--- config.mk ---
export PLATFORM = sky130hd
export DESIGN_NAME = rvsteel_input_conditioner
export DESIGN_NICKNAME = d
export VERILOG_FILES = /design/src/rtl/rvsteel_input_conditioner_pkg.sv /design/src/rtl/rvsteel_input_conditioner_channel.sv /design/src/rtl/rvsteel_input_conditioner.sv
export SDC_FILE = /design/constraint.sdc
export NUM_CORES = 1
export LEC_CHECK = 0
export CELL_PAD_IN_SITES_DETAIL_PLACEMENT = 0
export CELL_PAD_IN_SITES_GLOBAL_PLACEMENT = 1
export CORE_ASPECT_RATIO = 0.6
export CORE_MARGIN = 1.5
export CORE_UTILIZATION = 41
export CTS_CLUSTER_SIZE = 12
export DETAILED_ROUTE_END_ITERATION = 12
export PLACE_DENSITY_LB_ADDON = 0.3
export SYNTH_ARGS = -nofsm -noshare
export SYNTH_HDL_FRONTEND = slang
export SYNTH_SLANG_ARGS = --single-unit
--- constraint.sdc ---
create_clock -name clock -period 1.85 [get_ports clock]
set_clock_uncertainty 0.15 [all_clocks]
set_input_delay 0.185 -clock clock [delete_from_list [all_inputs] [get_ports clock]]
set_output_delay 0.185 -clock clock [all_outputs]
set_load 0.02 [all_outputs]
--- src/rtl/rvsteel_input_conditioner_pkg.sv ---
// rvsteel_input_conditioner_pkg: width and cycle-count helpers shared by the input conditioner
package rvsteel_input_conditioner_pkg;
  function automatic int clog2(longint value);
    int r = 0;
    while ((64'd1 << r) < value) r++;
    return r;
  endfunction
  function automatic int debounce_cycles(longint frequency, longint time_us);
    longint c = frequency * time_us / 64'd1000000;
    return c < 1 ? 1 : int'(c);
  endfunction
  function automatic int long_press_cycles(longint frequency, longint time_ms);
    longint c = frequency / 64'd1000 * time_ms;
    return c < 1 ? 1 : int'(c);
  endfunction
endpackage

--- src/rtl/rvsteel_input_conditioner_channel.sv ---
// rvsteel_input_conditioner_channel: one-bit synchroniser, debounce filter, edge pulses and hold counter (RVSTEEL_INPUT_CONDITIONER_LONG_PRESS_EN)
module rvsteel_input_conditioner_channel
  import rvsteel_input_conditioner_pkg::*;
#(
  parameter int   SYNC_STAGES       = 2,
  parameter int   DEBOUNCE_CYCLES   = 1,
  parameter int   LONG_PRESS_CYCLES = 1,
  parameter logic RESET_VALUE       = 1'b0
) (
  input  logic clock,
  input  logic reset,
  input  logic raw,
  output logic level,
  output logic rise,
  output logic fall,
  output logic long_press
);
  localparam int CW = clog2(longint'(DEBOUNCE_CYCLES) + 1);
  logic [SYNC_STAGES-1:0] sync;
  logic [CW-1:0] count;
  logic s;
  assign s = sync[SYNC_STAGES-1];
  always_ff @(posedge clock) begin
    if (reset) begin
      sync  <= {SYNC_STAGES{RESET_VALUE}};
      level <= RESET_VALUE;
      count <= '0;
      rise  <= 1'b0;
      fall  <= 1'b0;
    end else begin
      sync <= {sync[SYNC_STAGES-2:0], raw};
      rise <= 1'b0;
      fall <= 1'b0;
      if (s == level) count <= '0;
      else if (count == CW'(DEBOUNCE_CYCLES - 1)) begin
        level <= s;
        count <= '0;
        rise  <= s;
        fall  <= ~s;
      end else count <= count + CW'(1);
    end
  end
`ifdef RVSTEEL_INPUT_CONDITIONER_LONG_PRESS_EN
  localparam int LW = clog2(longint'(LONG_PRESS_CYCLES) + 1);
  logic [LW-1:0] hold;
  always_ff @(posedge clock) begin
    if (reset || !level) begin
      hold       <= '0;
      long_press <= 1'b0;
    end else begin
      long_press <= hold == LW'(LONG_PRESS_CYCLES - 1);
      if (hold != LW'(LONG_PRESS_CYCLES)) hold <= hold + LW'(1);
    end
  end
`else
  assign long_press = 1'b0;
`endif
endmodule

--- src/rtl/rvsteel_input_conditioner.sv ---
// rvsteel_input_conditioner: N-channel synchroniser/debouncer for board inputs (long press via RVSTEEL_INPUT_CONDITIONER_LONG_PRESS_EN)
module rvsteel_input_conditioner
  import rvsteel_input_conditioner_pkg::*;
#(
  parameter int                    NUM_INPUTS       = 2,
  parameter int                    CLOCK_FREQUENCY  = 50000000,
  parameter int                    DEBOUNCE_TIME_US = 10000,
  parameter int                    SYNC_STAGES      = 2,
  parameter logic [NUM_INPUTS-1:0] RESET_VALUE      = '0,
  parameter int                    LONG_PRESS_MS    = 1000
) (
  input  logic                  clock,
  input  logic                  reset,
  input  logic [NUM_INPUTS-1:0] inputs,
  output logic [NUM_INPUTS-1:0] level,
  output logic [NUM_INPUTS-1:0] rise,
  output logic [NUM_INPUTS-1:0] fall,
  output logic [NUM_INPUTS-1:0] long_press
);
  localparam int DEBOUNCE_CYCLES   = debounce_cycles(longint'(CLOCK_FREQUENCY), longint'(DEBOUNCE_TIME_US));
  localparam int LONG_PRESS_CYCLES = long_press_cycles(longint'(CLOCK_FREQUENCY), longint'(LONG_PRESS_MS));
  if (SYNC_STAGES < 2 || SYNC_STAGES > 4) begin : g_bad_sync
    $error("rvsteel_input_conditioner: SYNC_STAGES must be 2..4");
  end
  if (NUM_INPUTS < 1 || NUM_INPUTS > 32) begin : g_bad_width
    $error("rvsteel_input_conditioner: NUM_INPUTS must be 1..32");
  end
  for (genvar i = 0; i < NUM_INPUTS; i++) begin : g_ch
    rvsteel_input_conditioner_channel #(
      .SYNC_STAGES      (SYNC_STAGES),
      .DEBOUNCE_CYCLES  (DEBOUNCE_CYCLES),
      .LONG_PRESS_CYCLES(LONG_PRESS_CYCLES),
      .RESET_VALUE      (RESET_VALUE[i])
    ) u_ch (
      .clock     (clock),
      .reset     (reset),
      .raw       (inputs[i]),
      .level     (level[i]),
      .rise      (rise[i]),
      .fall      (fall[i]),
      .long_press(long_press[i])
    );
  end
endmodule

==> results.toml <==
[grt]
grt_pass1_vias = 1507
grt_max_degree = 17
grt_overflow_total = 0
grt_use_total_pct = 17.7
grt_pass1_wl_mm = 7.58
antenna_found_initial = 0

[route]
antenna_left = 0
drt-vias-per-instance = 4.86
drt_iter0_markers = 102
routedWlPerCell_um = 13.1
routed_wl_mm = 4.59
dr.pass1.iters = 4
via_count = 1707
drcViolationCount = 0

[final_layout]
multi_input_area_mm2 = 0.00117
area_delta_synth_final_pct = 30.9
final_cells = 351
layout_commonest_cell = "buf_4"
drive_above_1_share_pct = 27.4
final_cell_area_mm2 = 0.00280
n_fill_cell = 450
register_area_um2 = 972
diodes = 0
final_cell_mix = "43 x buf_4, 39 x nor2_1, 39 x dfxtp_1"
finalNetCount = 290

[timing]
setup_viol_count_final = 0
rsz0062_at_grt = "yes"
holdWs_ps = 276
hold_violations = 0
min_period_ps = 1800
period_share_pct = 97.5
timing.fmax_mhz = 555
slew_viol_final = 0

[clock_network]
clock-root-buffer = "clkbuf_8"
ctsHoldBuffers = 0
clkSinkCount = 48
clk_latency_ps = 300
clk_pin_slew_worst_paths_ps = 90
ctsLongestPathBuffers = 2
cts_tree = "yes"
numCtsBuffers = 5
cts_max_level = 2

[power_and_ir_drop]
p_switching_mw = 0.390
seqPwrFrac_pct = 52.2
powerDensity_mw_per_mm2 = 712
pwr-share-comb_pct = 2.0
max-vdd-ir-drop_mv = 0.459
p_int_mw = 1.60
clkPwrFrac_pct = 45.7
power.leakage_nw = 0.961
switching_share_pct = 19.6

[yosys]
ys_warn_count = 0
syn_area_mm2 = 0.00214
synth.distinct_cells = 37
synth_edf_count = 0
ys_seq_area_share_pct = 44.9
synthCells = 237
avgSynthCellArea_um2 = 9.02
synth_ff_type = "dfxtp_1"
synth-async-reset-ratio_pct = 0
synth-seq-cells = 48

[hold_path]
worstHoldPathType = "in2reg"

[floorplanning]
die_w_um = 96.2
die-area_mm2 = 0.00567
initial_utilization_pct = 42.5
die_height_um = 58.9
core_mm2 = 0.00503
rows = 20
io_pins = 12

[placement]
hpwl_mm = 3.43
placed_cell_area_mm2 = 0.00257
dp.cells = 340
portBuffers = 9
gp_congestion = 0.789

[run_status]
status = "finished, final reports clean"

[worst_setup_path]
crit_path_start_kind = "flop"
path_max_fanout = 4
end_kind = "flop"
required_ps = 1940
worstSetupPathType = "reg2reg"
crit_arrival_ps = 1890

[job]
max_cap_violations = 0
## critical path, stage by stage (launching register included)
cell and delay [ps]:
dfxtp_2 360, ha_4 150, nand2_2 60, or4_4 550, or3_4 330, a21oi_1 140
## sequential cells by signal, summed over array words and instances, names as in the netlist
name and cells:
g_ch.u_ch.rise 2, g_ch.u_ch.sync 4, g_ch.u_ch.count 38, g_ch.u_ch.fall 2, g_ch.u_ch.level 2
## routing by layer
layer / part of all wire (%) / up-vias / GRT usage [%]
li1: - / 904 / -
met4: 0.63 / 0 / 3.78
met3: 5.7 / 4 / 4.39
met5: 0 / - / 0
met1: 59 / 765 / 30.7
met2: 34 / 34 / 20.3
## cells in the mapped netlist, types with 5 or more instances
cell type / instances / area [um2]
nand2_1: 11 / 41.3
xnor2_1: 23 / 201
nor3_1: 7 / 35.0
nand4_1: 7 / 43.8
nand3_1: 14 / 70.1
nor4_1: 9 / 56.3
nor4b_1: 5 / 43.8
and3_1: 5 / 31.3
buf_4: 8 / 60.1
dfxtp_1: 48 / 961
a21oi_1: 5 / 25.0
nor2_1: 39 / 146
xor2_1: 8 / 70.1
inv_1: 6 / 22.5
## kinds of logic (layout without fill, tap and decap cells)
group                    after synthesis  in the layout  share of synthesized area, %
buffers and inverters                 19             66                          4.92
other                                  1              2                         0.175
multiplexers                           3              3                          1.40
flip-flops                            48             48                          44.9
XOR/XNOR                              31             31                          12.7
adder cells (fa/ha/maj)                2              2                          1.17
AND/OR/NAND/NOR                      122            122                          32.1
AO/OA/AOI/OAI                         11             11                          2.57
## final timing paths
kind | startpoint | to | slack [ps] | cells after the start
max reg2reg | g_ch[1].u_ch.count[0] | g_ch[1].u_ch.count[16] | 50 | 5
min | inputs[1] | g_ch[1].u_ch.sync[0] | 280 | 2
max | g_ch[1].u_ch.count[0] | g_ch[1].u_ch.count[16] | 50 | 5
min reg2reg | g_ch[1].u_ch.sync[0] | g_ch[1].u_ch.sync[1] | 300 | 1
## area by class of cell
cell class / instances / area share, %
inverter: 6 / 0.805
multi-input combinational: 171 / 41.8
clock inverter: 3 / 2.46
timing repair buffer: 52 / 14.8
sequential: 48 / 34.7
clock buffer: 5 / 2.46
tap: 66 / 2.95
## power by group through the flow
stage | combinational, mW | sequential (mW) | clock (mW)
2_1_floorplan | 0.0224 | 1.06 | 0
6_report | 0.0400 | 1.04 | 0.911
4_1_cts | 0.0400 | 1.04 | 0.930
3_3_place_gp | 0.0397 | 1.07 | 0
3_5_place_dp | 0.0399 | 1.07 | 0
5_1_grt | 0.0443 | 1.04 | 0.972
## timing repair
action                     in CTS  in global routing
cloned                          0                  0
setup endpoints to repair       2                  6
resized for setup               2                 16
setup buffers                   0                  3
pin swaps                       0                  6
## through the flow
stage          total power, mW  util (%)  setup WS, ps  setup TNS, ps
6_report                  1.99      55.6          46.8              0
5_1_grt                   2.06      55.6         -7.73          -15.3
4_1_cts                   2.01      54.0          1.47              0
3_5_place_dp              1.10      51.1         -30.1          -35.3
3_3_place_gp              1.10      51.1          24.4              0
2_1_floorplan             1.09         -          13.0              0
No activity file was read; power rests on OpenSTA's default activity.
==> variant (config.mk and constraints unchanged) <==
Build with the macro `RVSTEEL_INPUT_CONDITIONER_LONG_PRESS_EN` defined.
--- a/src/rtl/rvsteel_input_conditioner_channel.sv
+++ b/src/rtl/rvsteel_input_conditioner_channel.sv
@@ -1,3 +1,5 @@
 // rvsteel_input_conditioner_channel: one-bit synchroniser, debounce filter, edge pulses and hold counter (RVSTEEL_INPUT_CONDITIONER_LONG_PRESS_EN)
+`define RVSTEEL_INPUT_CONDITIONER_LONG_PRESS_EN
+
 module rvsteel_input_conditioner_channel
   import rvsteel_input_conditioner_pkg::*;
Check against the original RTL: same outputs for any inputs over 10 cycles, from zero or initial values and one cycle with reset high; that may be too few to reach the edited logic, so the function may still have changed.
==> variant against the unedited design <==
The run now ends with setup timing left. Highest routed layer unchanged. Sequential power increased by 110%. Non-clock buffer count grew 47. Largest power group unchanged. Sequential cell count rose by 54. Via count increased by 120%. Synthesized area up 110%. Design area is 110% higher. Synthesized cell count is 110% higher. Core utilization is 0.14 points higher. Routed wire length grew 120%. Power up 100%. Critical endpoint is now g_ch[0].u_ch.count[5]$_SDFF_PP0_. First-iteration DRC count increased by 100%. Worst setup slack got worse by 0.12 ns.
==> variant: results (changes against the unedited design) <==
Parameter                              Value

Run status
  Violations in the final reports ... setup timing
  Result of the run ... finished, violations left

Synth
  Mean area per synthesized cell ... 8.921 µm² (-1.1%)
  Leading post-synthesis cells by cell area ... dfxtp_1, xor2_1, nor2_1
  Adder and majority gate portion of the synthesized area ... 0.01653 (+0.004831)
  Most instantiated cells after synthesis ... dfxtp_1, nor2_1, xor2_1, xnor2_1, nand3_1
  Compound-cell area share of the yosys netlist ... 0.01323 (-0.01252)
  Xor and xnor area share after synthesis ... 0.1543 (+0.02734)
  Fraction of synthesized area in multiplexers ... 0.009093 (-0.004950)

Detailed routing
  Via density per instance ... 5.017 (+3.2%)
  Total Routed Length ... 9.989 mm (+120%)
  DRT iter0 DRCs ... 208 (+100%)
  Vias ... 3728 (+120%)

CTS
  Cts bufs inserted ... 9 (+4)

Place
  Number of instances in the placed design ... 715 (+110%)
  Gp weighted congestion ... 0.8265 (+4.8%)

Timing
  Final setup fails ... 26 (+26)
  Setup slack of the critical path after layout ... -0.07453 ns (-0.1213 ns)

Setup path
  RR Startpoint ... g_ch[0].u_ch.count[10]$_SDFF_PP0_
  Maximum net fanout on the critical path ... 8 (+4)

Finish
  Total Nets Final ... 610 (+110%)

Power
  Max VDD drop ... 0.0005096 V (+11%)

GRT
  Global-route wire length before repair ... 16.52 mm (+120%)
  Total Routing Usage GR ... 0.1734 (-0.003914)
  Number of global-route vias before repair ... 3554 (+140%)
variant: cell types whose count changed in the layout (fill, tap and decap cells not counted), sizes merged, moves of 15 or more:
cell,change
nand3,+17
nor2,+61
xor2,+36
nand2,+18
dfxtp,+54
nand4,+15
buf,+44
variant: critical path, cell delays in order (launching register included):
cell and delay, ns:
dfxtp_2 0.32, or4_4 0.54, nor4_4 0.25, and3_4 0.22
or2b_4 0.14, clkbuf_16 0.16, nor2_1 0.04
variant: how the worst max path moves through the flow:
stage                     depth (start not counted)                                end
after global routing                              6  g_ch[0].u_ch.count[10]$_SDFF_PP0_
final                                             6   g_ch[0].u_ch.count[5]$_SDFF_PP0_
after floorplan                                   7   g_ch[0].u_ch.count[9]$_SDFF_PP0_
after global placement                            7  g_ch[0].u_ch.hold[1]$_SDFFE_PP0P_
after CTS                                         6  g_ch[0].u_ch.count[14]$_SDFF_PP0_
after detailed placement                          6    g_ch[0].u_ch.level$_SDFFE_PP0P_
variant: power groups by stage:
stage | registers (mW) | clock network, mW | logic (mW)
global route | 2.20 | 1.92 | 0.0416
floorplan | 2.25 | 0 | 0.0184
CTS | 2.20 | 1.84 | 0.0336
global placement | 2.25 | 0 | 0.0329
finish | 2.20 | 1.78 | 0.0379
detailed placement | 2.25 | 0 | 0.0335
variant: timing repair:
| action | CTS | global route |
|---|---|---|
| resized for setup | 12 | 54 |
| gates cloned | 0 | 1 |
| hold endpoints to repair | 0 | 0 |
| endpoints found under the setup margin | 47 | 64 |
| pin swaps | 7 | 18 |
| setup buffers | 1 | 11 |
variant: cell type report:
class / instances / area (µm²)
Clock buffer: 11 / 252.7
Clock inverter: 4 / 21.27
Fill cell: 1005 / 4717
Inverter: 15 / 56.30
Multi-Input combinational cell: 373 / 2555
Sequential cell: 102 / 2063
Tap cell: 139 / 173.9
Timing Repair Buffer: 99 / 828.3
variant: cells by family (layout without fill, tap and decap cells):
group                    Yosys count  count (layout)
AO/OA/AOI/OAI                     11              11
XOR/XNOR                          80              80
adder cells (fa/ha/maj)            6               6
buffers and inverters             34             129
flip-flops                       102             102
multiplexers                       4               4
AND/OR/NAND/NOR                  272             272
variant: metal layers:
| metal | track usage | vias to the layer above | share of wire |
|---|---|---|---|
| met5 | 0 | - | 0 |
| met1 | 0.2473 | 1766 | 0.53 |
| met4 | 0.05871 | 0 | 0.012 |
| met3 | 0.04450 | 12 | 0.036 |
| met2 | 0.2547 | 39 | 0.42 |
| li1 | - | 1911 | - |
variant: through the flow:
step                TNS, ns  power [mW]
detailed placement   -2.245       2.286
global placement    -0.4956       2.285
floorplan           -0.5323       2.270
CTS                  -1.763       4.071
finish               -1.265       4.021
global route         -4.617       4.161
